<file path="config.mk">
export PLATFORM = sky130hd
export DESIGN_NAME = logic_lut_bank
export DESIGN_NICKNAME = d
export VERILOG_FILES = /design/src/rtl/logic_lut_pkg.sv /design/src/rtl/logic_lut_bank_slice.sv /design/src/rtl/logic_lut_bank.sv
export SDC_FILE = /design/constraint.sdc
export NUM_CORES = 1
export LEC_CHECK = 0
export CORE_MARGIN = 2
export CORE_UTILIZATION = 50
export CTS_BUF_LIST = sky130_fd_sc_hd__clkbuf_2
export CTS_CLUSTER_DIAMETER = 50
export DETAILED_ROUTE_END_ITERATION = 6
export GPL_ROUTABILITY_DRIVEN = 0
export PLACE_DENSITY = 0.68
export SKIP_LAST_GASP = 1
export SYNTH_ARGS = -nofsm -noshare
export SYNTH_HDL_FRONTEND = slang
export SYNTH_SLANG_ARGS = --single-unit
</file>
<file path="constraint.sdc">
create_clock -name clk -period 2.2 [get_ports clk]
set_input_delay 0.44 -clock clk [delete_from_list [all_inputs] [get_ports clk]]
set_output_delay 0.44 -clock clk [all_outputs]
set_load 0.01 [all_outputs]
</file>
<file path="src/rtl/logic_lut_pkg.sv">
// Shared types and width helpers for the programmable truth-table bank.
package logic_lut_pkg;

  localparam int N_IN_DEF  = 4;
  localparam int N_OUT_DEF = 10;
  localparam int TBL_W     = 2 ** N_IN_DEF;
  localparam int SEL_W     = $clog2(N_OUT_DEF);

  typedef enum logic [0:0] {
    ST_IDLE  = 1'b0,
    ST_SWEEP = 1'b1
  } state_t;

  // A single-function bank still needs a one-bit select port.
  function automatic int sel_width(input int n_out);
    return (n_out > 1) ? $clog2(n_out) : 1;
  endfunction

endpackage

</file>
<file path="src/rtl/logic_lut_bank_slice.sv">
// One programmable output function: a truth-table register and its index mux.
module lut_slice
  import logic_lut_pkg::*;
#(
  parameter int N_IN = N_IN_DEF
) (
  input  logic                   clk,
  input  logic                   rst_n,
  input  logic                   i_we,
  input  logic [(2**N_IN)-1:0]   i_data,
  input  logic [N_IN-1:0]        i_idx,
  output logic                   o_bit
);

  logic [(2**N_IN)-1:0] r_table;

  // Table storage, rewritten whole on a selected config strobe.
  always_ff @(posedge clk or negedge rst_n) begin
    if (!rst_n) begin
      r_table <= '0;
    end else if (i_we) begin
      r_table <= i_data;
    end
  end

  assign o_bit = r_table[i_idx];

endmodule

</file>
<file path="src/rtl/logic_lut_bank.sv">
// Bank of N_OUT programmable N_IN-input functions with handshake evaluation
// and a hardware sweep that streams every input combination.
module logic_lut_bank
  import logic_lut_pkg::*;
#(
  parameter int N_IN  = N_IN_DEF,
  parameter int N_OUT = N_OUT_DEF
) (
  input  logic                          clk,
  input  logic                          rst_n,
  input  logic                          cfg_we,
  input  logic [sel_width(N_OUT)-1:0]   cfg_sel,
  input  logic [(2**N_IN)-1:0]          cfg_data,
  input  logic                          in_valid,
  output logic                          in_ready,
  input  logic [N_IN-1:0]               in_vec,
  input  logic                          sweep_start,
  output logic                          busy,
  output logic                          out_valid,
  input  logic                          out_ready,
  output logic [N_IN-1:0]               out_idx,
  output logic [N_OUT-1:0]              out_vec
);

  localparam int TW = 2 ** N_IN;
  localparam int SW = sel_width(N_OUT);
  localparam int CW = N_IN + 1;

  state_t             r_state;
  logic [CW-1:0]      r_cnt;
  logic               r_busy;
  logic               r_out_valid;
  logic [N_IN-1:0]    r_out_idx;
  logic [N_OUT-1:0]   r_out_vec;

  logic               w_slot_free;
  logic               w_in_ready;
  logic               w_load;
  logic               w_last;
  logic [N_IN-1:0]    w_idx;
  logic [N_OUT-1:0]   w_bits;

  assign w_slot_free = !r_out_valid || out_ready;
  assign w_in_ready  = (r_state == ST_IDLE) && !sweep_start && w_slot_free;
  assign w_load      = (r_state == ST_SWEEP) ? w_slot_free : (in_valid && w_in_ready);
  assign w_idx       = (r_state == ST_SWEEP) ? r_cnt[N_IN-1:0] : in_vec;
  assign w_last      = (r_cnt == CW'(TW - 1));

  // Out-of-range selects match no slice, so such writes fall away naturally.
  for (genvar k = 0; k < N_OUT; k++) begin : g_slice
    lut_slice #(.N_IN(N_IN)) u_slice (
      .clk    (clk),
      .rst_n  (rst_n),
      .i_we   (cfg_we && (cfg_sel == SW'(k))),
      .i_data (cfg_data),
      .i_idx  (w_idx),
      .o_bit  (w_bits[k])
    );
  end

  // Sweep FSM and the single-entry result slot.
  always_ff @(posedge clk or negedge rst_n) begin
    if (!rst_n) begin
      r_state     <= ST_IDLE;
      r_cnt       <= '0;
      r_busy      <= 1'b0;
      r_out_valid <= 1'b0;
      r_out_idx   <= '0;
      r_out_vec   <= '0;
    end else begin
      if (w_load) begin
        r_out_valid <= 1'b1;
        r_out_idx   <= w_idx;
        r_out_vec   <= w_bits;
      end else if (out_ready) begin
        r_out_valid <= 1'b0;
      end

      case (r_state)
        ST_IDLE: begin
          if (sweep_start) begin
            r_state <= ST_SWEEP;
            r_busy  <= 1'b1;
            r_cnt   <= '0;
          end
        end
        ST_SWEEP: begin
          if (w_slot_free) begin
            r_cnt <= r_cnt + CW'(1);
            if (w_last) begin
              r_state <= ST_IDLE;
              r_busy  <= 1'b0;
            end
          end
        end
        default: begin
          r_state <= ST_IDLE;
          r_busy  <= 1'b0;
        end
      endcase
    end
  end

  assign in_ready  = w_in_ready;
  assign busy      = r_busy;
  assign out_valid = r_out_valid;
  assign out_idx   = r_out_idx;
  assign out_vec   = r_out_vec;

endmodule

</file>
==> run_results.csv, run 1 <==
group,metric,value,unit
status,outcome,"completed",
critical_path,criticalPathCategory,"flop to output pin",
route,final_antenna_net_count,0,
floorplanning,ios,47,
pwr,power_leakage,4.78,nW
grt,grt_pass1_vias,7242,
synth,synthTopCellsByArea,"dfrtp_1, mux2_2, nor2b_1, o22ai_1, a221oi_1",
hold_path,hp-class,"input pin to asynchronous set/reset pin",
timing,holdWs,202,ps
route,viasPerCell,5.68,
grt,antenna_found_initial,1,
synth,synth_ff_type,"dfrtp_1",
route,first_iter_violations,487,
placed_design,hpwl,15400,um
synth,ys_warn_count,0,
placed_design,io_buffers,46,
pwr,max-vdd-ir-drop,0.490,mV
timing,setup_slack,55.7,ps
route,dr_total_vias,7265,
layout,area_growth,14.2,%
critical_path,reg2reg_from,"r_state",
timing,worst_pin_slew,689,ps
layout,fin_area,11000,um2
cts,cts_tree,"built",
route,drt-total-wl,24100,um
timing,min_period,2140,ps
layout,nNetsFinal,1038,
critical_path,path_buf_inv,2,
synth,ys_seq_elements,182,
grt,overflow,0,
synth,netlist_instances,956,
synth,synth_common_cells,"dfrtp_1, nor2b_1, mux2_2, o22ai_1, inv_1",
critical_path,cp.arrival,1700,ps
cts,htreeDepth,4,
floorplanning,dieArea,20400,um2
layout,final_core_util,58.5,%
cts,clk_latency,760,ps
cts,cts_sinks,182,
synth,synth_top_area_share,47.2,%
synth,yosys.area.top_type,"dfrtp_1",
run,maxCapViolCount,0,
critical_path,path_cells,"buf_12, nor3_1, buf_2",
cts,ctsLongestPathBuffers,2,
route,first_pass_iters,6,
critical_path,critPathMaxStageDelay,490,ps
synth,yosysSeqAreaShare,47.2,%
cts,root_buffer,"clkbuf_2",
timing,finClkSkew,37.7,ps
pwr,p_per_area,1040,nW/um2
critical_path,r2r_end,"out_vec[0]",
synth,syn-num-nets,988,
timing,setup_violations,0,
critical_path,ff2ff_setup_slack,150,ps
synth,synth-edff-count,0,
timing,max_freq,0.466,GHz
timing,slew-limit-headroom,54.0,%
floorplanning,core_area,18800,um2
route,routedWlPerCell,18.8,um
placed_design,dpl_worst_slack,-124,ps
critical_path,r2r_cells,8,
grt,track_usage,24.8,%
floorplanning,dieWidth,143,um
critical_path,critical_path.max_fanout,12,
layout,drive_above_1_share,23.0,%
synth,async_flop_share,100,%
route,drc_errors,0,
critical_path,critPathSlowestCell,"dfrtp_2",
timing,slew_viol_final,0,
timing,final_hold_viol_count,0,
critical_path,required,1760,ps
timing,setup_tns,0,ps
synth,synth_cell_types,36,
floorplanning,initial_utilization,51.3,%
synth,yosysMostFrequentCell,"dfrtp_1",
grt,grt_max_degree,57,
cts,clkSlewWorstSetupHoldPaths,230,ps
critical_path,end_kind,"output pin",
cts,tritoncts.num_buffers,17,
synth,syn_area_per_cell,10.1,um2
critical_path,cp_top_family,"flip-flops",
synth,netlist_area,9650,um2
critical_path,crit_path_start_kind,"flop",
floorplanning,die_y,143,um
grt,grt_pass1_wl,38900,um
critical_path,cp_num_cells,3,
timing,finalCritPeriodShare,97.5,%
timing,rsz0062_at_grt,"yes",
placed_design,placed_area,10800,um2
floorplanning,core.rowCount,50,
-- cells in the final DEF (no fill, tap or decap), types with 8 or more instances in the layout --
cell type	netlist	final
o22ai_1	80	80
nand2_1	63	63
dlygate4sd2_1	0	8
a221oi_1	40	40
buf_12	0	20
a22oi_1	10	10
nor2_1	22	22
o21ai_0	61	61
buf_4	6	42
a31oi_1	12	12
dfrtp_1	182	180
nor2b_1	157	157
a21oi_1	17	17
clkbuf_2	1	20
clkdlybuf4s50_1	0	29
mux2_2	129	129
inv_1	64	64
-- stage by stage --
stage                     std cells  total power [mW]
after floorplan                 956              8.07
after global placement         1241              9.82
after detailed placement       1241              9.95
after CTS                      1276              11.4
after global routing           1280              12.2
final                          1280              11.4
-- sequential cells by signal (all words and copies together), names as in the netlist --
register                 cells
g_slice.u_slice.r_table    160
out_vec                     10
r_cnt                        5
out_idx                      4
busy                         1
out_valid                    1
r_state                      1
-- report_power, final --
part | internal [mW] | total [mW] | switching (mW)
sequential | 4.20 | 4.74 | 0.538
clock | 0.399 | 1.52 | 1.12
combinational | 2.39 | 5.15 | 2.76
-- layer usage --
metal  GRT usage (%)  wire, um  vias up
li1                -         -     3435
met1            34.2     11400     3640
met2            40.3     11300      156
met3            3.69       863       34
met4            8.13       512        0
met5               0         0        -
-- what timing repair did --
item	CTS	global route
resized for setup	13	6
setup buffers	2	2
hold endpoints to repair	46	0
cloned	0	1
endpoints found under the setup margin	10	7
hold buffers	1	0
-- worst max path at each step --
stage                     startpoint          to  slack (ps)
after floorplan            in_vec[0]  out_vec[8]         500
after global routing         r_state    in_ready         -60
final                        r_state    in_ready          60
after global placement     in_vec[1]  out_vec[1]         -90
after detailed placement   in_vec[1]  out_vec[1]        -120
after CTS                    r_state    in_ready          -9
-- cells by family (layout without fill, tap and decap cells) --
logic type / Yosys count / count (layout) / synth area share [%]
compound gates: 228 / 228 / 15.3
xor+xnor: 3 / 3 / 0.272
fa+ha+maj: 2 / 2 / 0.259
buf+inv: 143 / 206 / 6.29
flops: 182 / 182 / 47.2
mux: 133 / 133 / 15.5
other cells: 0 / 1 / 0
simple gates: 265 / 265 / 15.2
-- final cells by class --
| type | count | area, um2 |
|---|---|---|
| clock inverters | 12 | 87.6 |
| flip-flops and latches | 182 | 4560 |
| clock buffers | 20 | 100 |
| multi-input cells | 631 | 4500 |
| repair buffers | 110 | 1210 |
| diodes | 1 | 2.50 |
| well taps | 260 | 325 |
| inverters | 64 | 240 |
| fillers | 1638 | 7810 |
Power figures use the tool's default switching activity.
==> inputs of run 2 (changes only) <==
--- a/config.mk
+++ b/config.mk
@@ -5,12 +5,12 @@
 export SDC_FILE = /design/constraint.sdc
 export NUM_CORES = 1
 export LEC_CHECK = 0
-export CORE_MARGIN = 2
 export CORE_UTILIZATION = 50
 export CTS_BUF_LIST = sky130_fd_sc_hd__clkbuf_2
 export CTS_CLUSTER_DIAMETER = 50
 export DETAILED_ROUTE_END_ITERATION = 6
 export GPL_ROUTABILITY_DRIVEN = 0
+export GPL_TIMING_DRIVEN = 0
 export PLACE_DENSITY = 0.68
 export SKIP_LAST_GASP = 1
 export SYNTH_ARGS = -nofsm -noshare
==> run 2 against run 1 <==
  * Final area down 2.4%
  * Clock skew shrank 1.0 ps
  * Final cell count rose by 0.55%
  * Hold slack got worse by 100 ps
  * Global-route usage grew 3.1 points
  * Power grew 4.5%
  * Clock power increased by 24%
  * Die area fell by 2.8%
  * Utilization decreased by 1.4 points
  * Critical path type unchanged
  * Highest routed layer unchanged
==> run_results.csv, run 2 (synthesis results as in run 1) <==
group,metric,value,unit
status,outcome,"completed",
layout,top_register,"g_slice.u_slice.r_table",
placed_design,hpwl,18100,um
grt,antenna_found_initial,1,
grt,grt_pass1_vias,7238,
grt,grt_pass1_wl,41200,um
critical_path,cp-startpoint,"r_state",
placed_design,place_inst,1246,
critical_path,crit_end,"in_ready",
route,drt-total-wl,26300,um
route,viasPerCell,5.81,
floorplanning,core_area,18800,um2
critical_path,path_cells,"buf_8, clkbuf_16, nor3_4, buf_2",
layout,fin_area,10800,um2
cts,htreeDepth,4,
critical_path,critPathMaxStageDelay,480,ps
cts,cts_tree,"built",
critical_path,cp.arrival,1760,ps
pwr,power_leakage,4.61,nW
timing,final_hold_viol_count,0,
critical_path,critPathSlowestCell,"dfrtp_2",
critical_path,reg2reg_from,"r_state",
timing,setup_violations,0,
critical_path,end_kind,"output pin",
timing,min_period,2200,ps
floorplanning,die_y,141,um
critical_path,crit_path_start_kind,"flop",
cts,ctsLongestPathBuffers,2,
layout,area_growth,11.4,%
layout,largest_reg_flops,160,
layout,stdcell_count,1287,
critical_path,r2r_cells,8,
critical_path,r2r_end,"out_vec[4]",
route,first_iter_violations,663,
critical_path,criticalPathCategory,"flop to output pin",
hold_path,hp-class,"input pin to flop",
grt,overflow,0,
layout,fill_cells,1669,
layout,final_cell_mix,"dfrtp_1, nor2b_1, mux2_2, o22ai_1, inv_1",
cts,clkSlewWorstSetupHoldPaths,260,ps
layout,final_core_util,57.1,%
timing,setup_tns,0,ps
route,first_pass_iters,5,
route,final_antenna_net_count,0,
cts,clk_latency,800,ps
pwr,max-vdd-ir-drop,0.574,mV
pwr,power.total,11.9,mW
timing,rsz0062_at_grt,"yes",
cts,cts_sinks,182,
critical_path,required,1760,ps
critical_path,cp_top_family,"flip-flops",
timing,finClkSkew,36.7,ps
grt,track_usage,27.9,%
layout,nNetsFinal,1047,
floorplanning,ios,47,
critical_path,critical_path.max_fanout,2,
timing,finalCritPeriodShare,100,%
timing,worst_pin_slew,826,ps
layout,drive_above_1_share,22.3,%
cts,tritoncts.num_buffers,17,
floorplanning,core.rowCount,50,
floorplanning,dieArea,19900,um2
timing,max_freq,0.455,GHz
placed_design,placed_area,10300,um2
placed_design,io_buffers,29,
critical_path,cp_num_cells,4,
floorplanning,initial_utilization,51.3,%
route,drc_errors,0,
pwr,p_per_area,1110,nW/um2
floorplanning,dieWidth,141,um
timing,slew-limit-headroom,44.9,%
layout,final_common_cell,"dfrtp_1",
critical_path,path_buf_inv,3,
route,routedWlPerCell,20.4,um
critical_path,ff2ff_setup_slack,50,ps
timing,slew_viol_final,0,
route,dr_total_vias,7478,
cts,root_buffer,"clkbuf_2",
grt,grt_max_degree,114,
run,maxCapViolCount,0,
[run 2: timing repair]
| action | in CTS | in global routing |
|---|---|---|
| buffers inserted | 8 | 2 |
| hold buffers | 1 | 0 |
| hold endpoints to repair | 69 | 0 |
| pin swaps | 1 | 2 |
| setup endpoints to repair | 25 | 13 |
| resized for setup | 38 | 23 |
[run 2: area by class of cell]
type / count / area (um2) / share of cell area (%)
Inverter: 64 / 240 / 2.23
Timing Repair Buffer: 41 / 390 / 3.63
Tap cell: 260 / 325 / 3.02
Clock inverter: 12 / 161 / 1.50
Sequential cell: 182 / 4560 / 42.4
Buffer: 78 / 422 / 3.92
Clock buffer: 18 / 90.1 / 0.837
Multi-Input combinational cell: 631 / 4570 / 42.5
Antenna cell: 1 / 2.50 / 0.0233
[run 2: worst min path at each step]
stage,from,endpoint,slack [ps],cells past startpoint
floorplan,rst_n,busy,140,0
global placement,g_slice[9].u_slice.r_table[8],g_slice[9].u_slice.r_table[8],480,1
detailed placement,rst_n,g_slice[5].u_slice.r_table[3],440,1
CTS,cfg_data[7],g_slice[5].u_slice.r_table[7],90,3
global route,cfg_data[5],g_slice[5].u_slice.r_table[5],130,3
finish,cfg_data[7],g_slice[5].u_slice.r_table[7],100,3
[run 2: where the power goes]
group	switching, mW	total [mW]	internal (mW)
combinational	3.11	5.36	2.25
clock	1.16	1.88	0.721
sequential	0.484	4.69	4.20
[run 2: stage by stage]
step	setup WS (ps)	hold slack [ps]
after floorplan	505	144
after global placement	-7110	476
after detailed placement	-518	437
after CTS	-22.3	87.8
after global routing	-98.7	129
final	0.692	96.8
[run 2: metal layers]
metal / part of all wire, % / GRT usage (%)
met1: 47 / 39.5
met2: 46 / 43.4
met3: 5.3 / 3.87
met4: 2.5 / 11.0
met5: 0 / 0
[run 2: worst min-delay path: stages]
cell      delay [ps]
clkbuf_1         250
nand2_1          120
o21ai_0           80
==> inputs of run 3 (changes only) <==
--- a/config.mk
+++ b/config.mk
@@ -10,7 +10,6 @@
 export CTS_CLUSTER_DIAMETER = 50
 export DETAILED_ROUTE_END_ITERATION = 6
 export GPL_ROUTABILITY_DRIVEN = 0
-export GPL_TIMING_DRIVEN = 0
 export PLACE_DENSITY = 0.68
 export SKIP_LAST_GASP = 1
 export SYNTH_ARGS = -nofsm -noshare
==> run 3 against run 2 <==
  * Setup slack gained 75 ps
  * Power shrank 4.0%
  * Wire length down 9.5%
  * Count of clock-buffer cells in the layout up 1
  * Die area unchanged
  * Largest power group unchanged
  * Via count shrank 3.0%
  * Non-clock buffer count down 15
  * Final cell count shrank 1.1%
  * Clock power decreased by 20%
  * Sequential power grew 1%
  * First-iteration DRC count is 21% lower
  * Final area increased by 2.1%
  * Critical path type unchanged
==> run_results.csv, run 3 (synthesis results as in run 1) <==
group,metric,value,unit
pwr,pwr-share-comb,45.4,%
cts,clk_latency,760,ps
floorplanning,die_y,141,um
placed_design,hpwl,15400,um
cts,cts_tree,"built",
timing,finalCritPeriodShare,96.6,%
route,routedWlPerCell,18.7,um
layout,multiInputGateArea,4550,um2
timing,max_freq,0.471,GHz
floorplanning,dieWidth,141,um
timing,setup_violations,0,
layout,fill_cells,1639,
layout,stdcell_count,1273,
route,viasPerCell,5.70,
pwr,swShare,38.8,%
critical_path,path_cells,"clkdlybuf4s50_1",
critical_path,required,1760,ps
critical_path,cp_top_family,"buffers and inverters",
critical_path,cp.arrival,1680,ps
critical_path,r2r_end,"out_vec[2]",
route,drc_errors,0,
timing,slew-limit-headroom,20.6,%
layout,nNetsFinal,1032,
layout,final_common_cell,"dfrtp_1",
cts,ctsLongestPathBuffers,2,
timing,setup_tns,0,ps
grt,grt_pass1_wl,38400,um
pwr,max-vdd-ir-drop,0.451,mV
status,outcome,"completed",
run,maxCapViolCount,0,
timing,final_hold_viol_count,0,
placed_design,placed_area,10700,um2
timing,finClkSkew,46.1,ps
layout,largest_reg_flops,160,
floorplanning,core_area,18800,um2
floorplanning,ios,47,
timing,rsz0062_at_grt,"yes",
floorplanning,initial_utilization,51.3,%
layout,area_growth,13.8,%
grt,overflow,0,
cts,clkSlewWorstSetupHoldPaths,240,ps
critical_path,r2r_cells,8,
pwr,p_per_area,1040,nW/um2
critical_path,end_kind,"output pin",
critical_path,cp-startpoint,"out_idx[1]",
cts,tritoncts.num_buffers,17,
pwr,p_clk_share,13.2,%
critical_path,ff2ff_setup_slack,100,ps
timing,slew_viol_final,0,
critical_path,critPathSlowestCell,"clkdlybuf4s50_1",
route,dr_total_vias,7253,
grt,antenna_found_initial,1,
critical_path,critical_path.max_fanout,2,
route,drt-total-wl,23800,um
grt,grt_pass1_vias,6993,
timing,min_period,2120,ps
critical_path,reg2reg_from,"r_state",
layout,fin_area,11000,um2
cts,root_buffer,"clkbuf_2",
layout,regArea,4560,um2
cts,cts_sinks,182,
placed_design,io_buffers,46,
hold_path,hp-class,"input pin to asynchronous set/reset pin",
cts,htreeDepth,4,
grt,track_usage,25.2,%
route,first_iter_violations,525,
floorplanning,core.rowCount,50,
critical_path,criticalPathCategory,"flop to output pin",
route,first_pass_iters,5,
layout,final_cell_mix,"dfrtp_1, nor2b_1, mux2_2, o22ai_1, inv_1",
pwr,power_switching,4.44,mW
grt,grt_max_degree,61,
route,final_antenna_net_count,0,
critical_path,path_buf_inv,1,
critical_path,critPathMaxStageDelay,530,ps
placed_design,place_inst,1235,
pwr,pwr-share-seq,41.4,%
layout,drive_above_1_share,22.9,%
timing,worst_pin_slew,1190,ps
pwr,power_leakage,4.71,nW
layout,top_register,"g_slice.u_slice.r_table",
critical_path,crit_path_start_kind,"flop",
floorplanning,dieArea,19900,um2
pwr,power.internal,7.01,mW
==> run 3: cell types whose count changed in the layout (fill, tap and decap cells not counted), moves of 7 or more <==
cell             before  now
buf_1                10    0
clkbuf_1             24    0
buf_12                0   19
clkbuf_2             26   19
clkdlybuf4s50_1      11   31
buf_2                22    2
buf_4                16   38
==> run 3: layer usage <==
| layer | wire length [um] | up-vias | GRT usage (%) |
|---|---|---|---|
| li1 | - | 3425 | - |
| met2 | 11200 | 157 | 41.7 |
| met4 | 307 | 0 | 6.12 |
| met5 | 0 | - | 0 |
| met1 | 11400 | 3648 | 35.1 |
| met3 | 887 | 23 | 3.60 |
==> run 3: power groups by stage <==
stage / Sequential [mW] / Combinational [mW] / Clock (mW)
finish: 4.74 / 5.19 / 1.51
global route: 4.87 / 5.68 / 1.68
CTS: 4.74 / 5.10 / 1.55
detailed placement: 4.82 / 5.11 / 0
global placement: 4.79 / 5.02 / 0
floorplan: 4.67 / 3.40 / 0
==> run 3: cell type report <==
| class | instances | share of cell area (%) |
|---|---|---|
| sequential | 182 | 41.5 |
| multi-input combinational | 631 | 41.4 |
| timing repair buffer | 104 | 10.3 |
| tap | 260 | 2.96 |
| inverter | 64 | 2.19 |
| clock buffer | 19 | 0.866 |
| clock inverter | 12 | 0.809 |
| antenna | 1 | 0.0228 |
==> run 3: worst max path at each step <==
| stage | slack [ps] | cells past startpoint | to |
|---|---|---|---|
| 2_1_floorplan | 500 | 7 | out_vec[8] |
| 3_3_place_gp | -230 | 8 | out_vec[1] |
| 3_5_place_dp | -240 | 8 | out_vec[1] |
| 4_1_cts | 10 | 1 | out_vec[3] |
| 5_1_grt | -6 | 8 | out_vec[4] |
| 6_report | 80 | 1 | out_idx[1] |
==> run 3: repair_timing <==
| action | in CTS | in global routing |
|---|---|---|
| setup endpoints to repair | 14 | 10 |
| buffers inserted | 2 | 3 |
| hold endpoints to repair | 68 | 0 |
| resized for setup | 14 | 11 |
| pin swaps | 0 | 2 |
| hold buffers | 1 | 0 |
==> run 3: metrics by stage <==
stage | power (mW) | hold slack [ps] | util [%] | setup slack [ps]
after floorplan | 8.07 | 144 | - | 505
after global placement | 9.81 | 407 | 56.9 | -225
after detailed placement | 9.93 | 414 | 56.9 | -238
after CTS | 11.4 | 137 | 57.9 | 14.1
after global routing | 12.2 | 175 | 58.3 | -6.43
final | 11.4 | 151 | 58.3 | 75.7
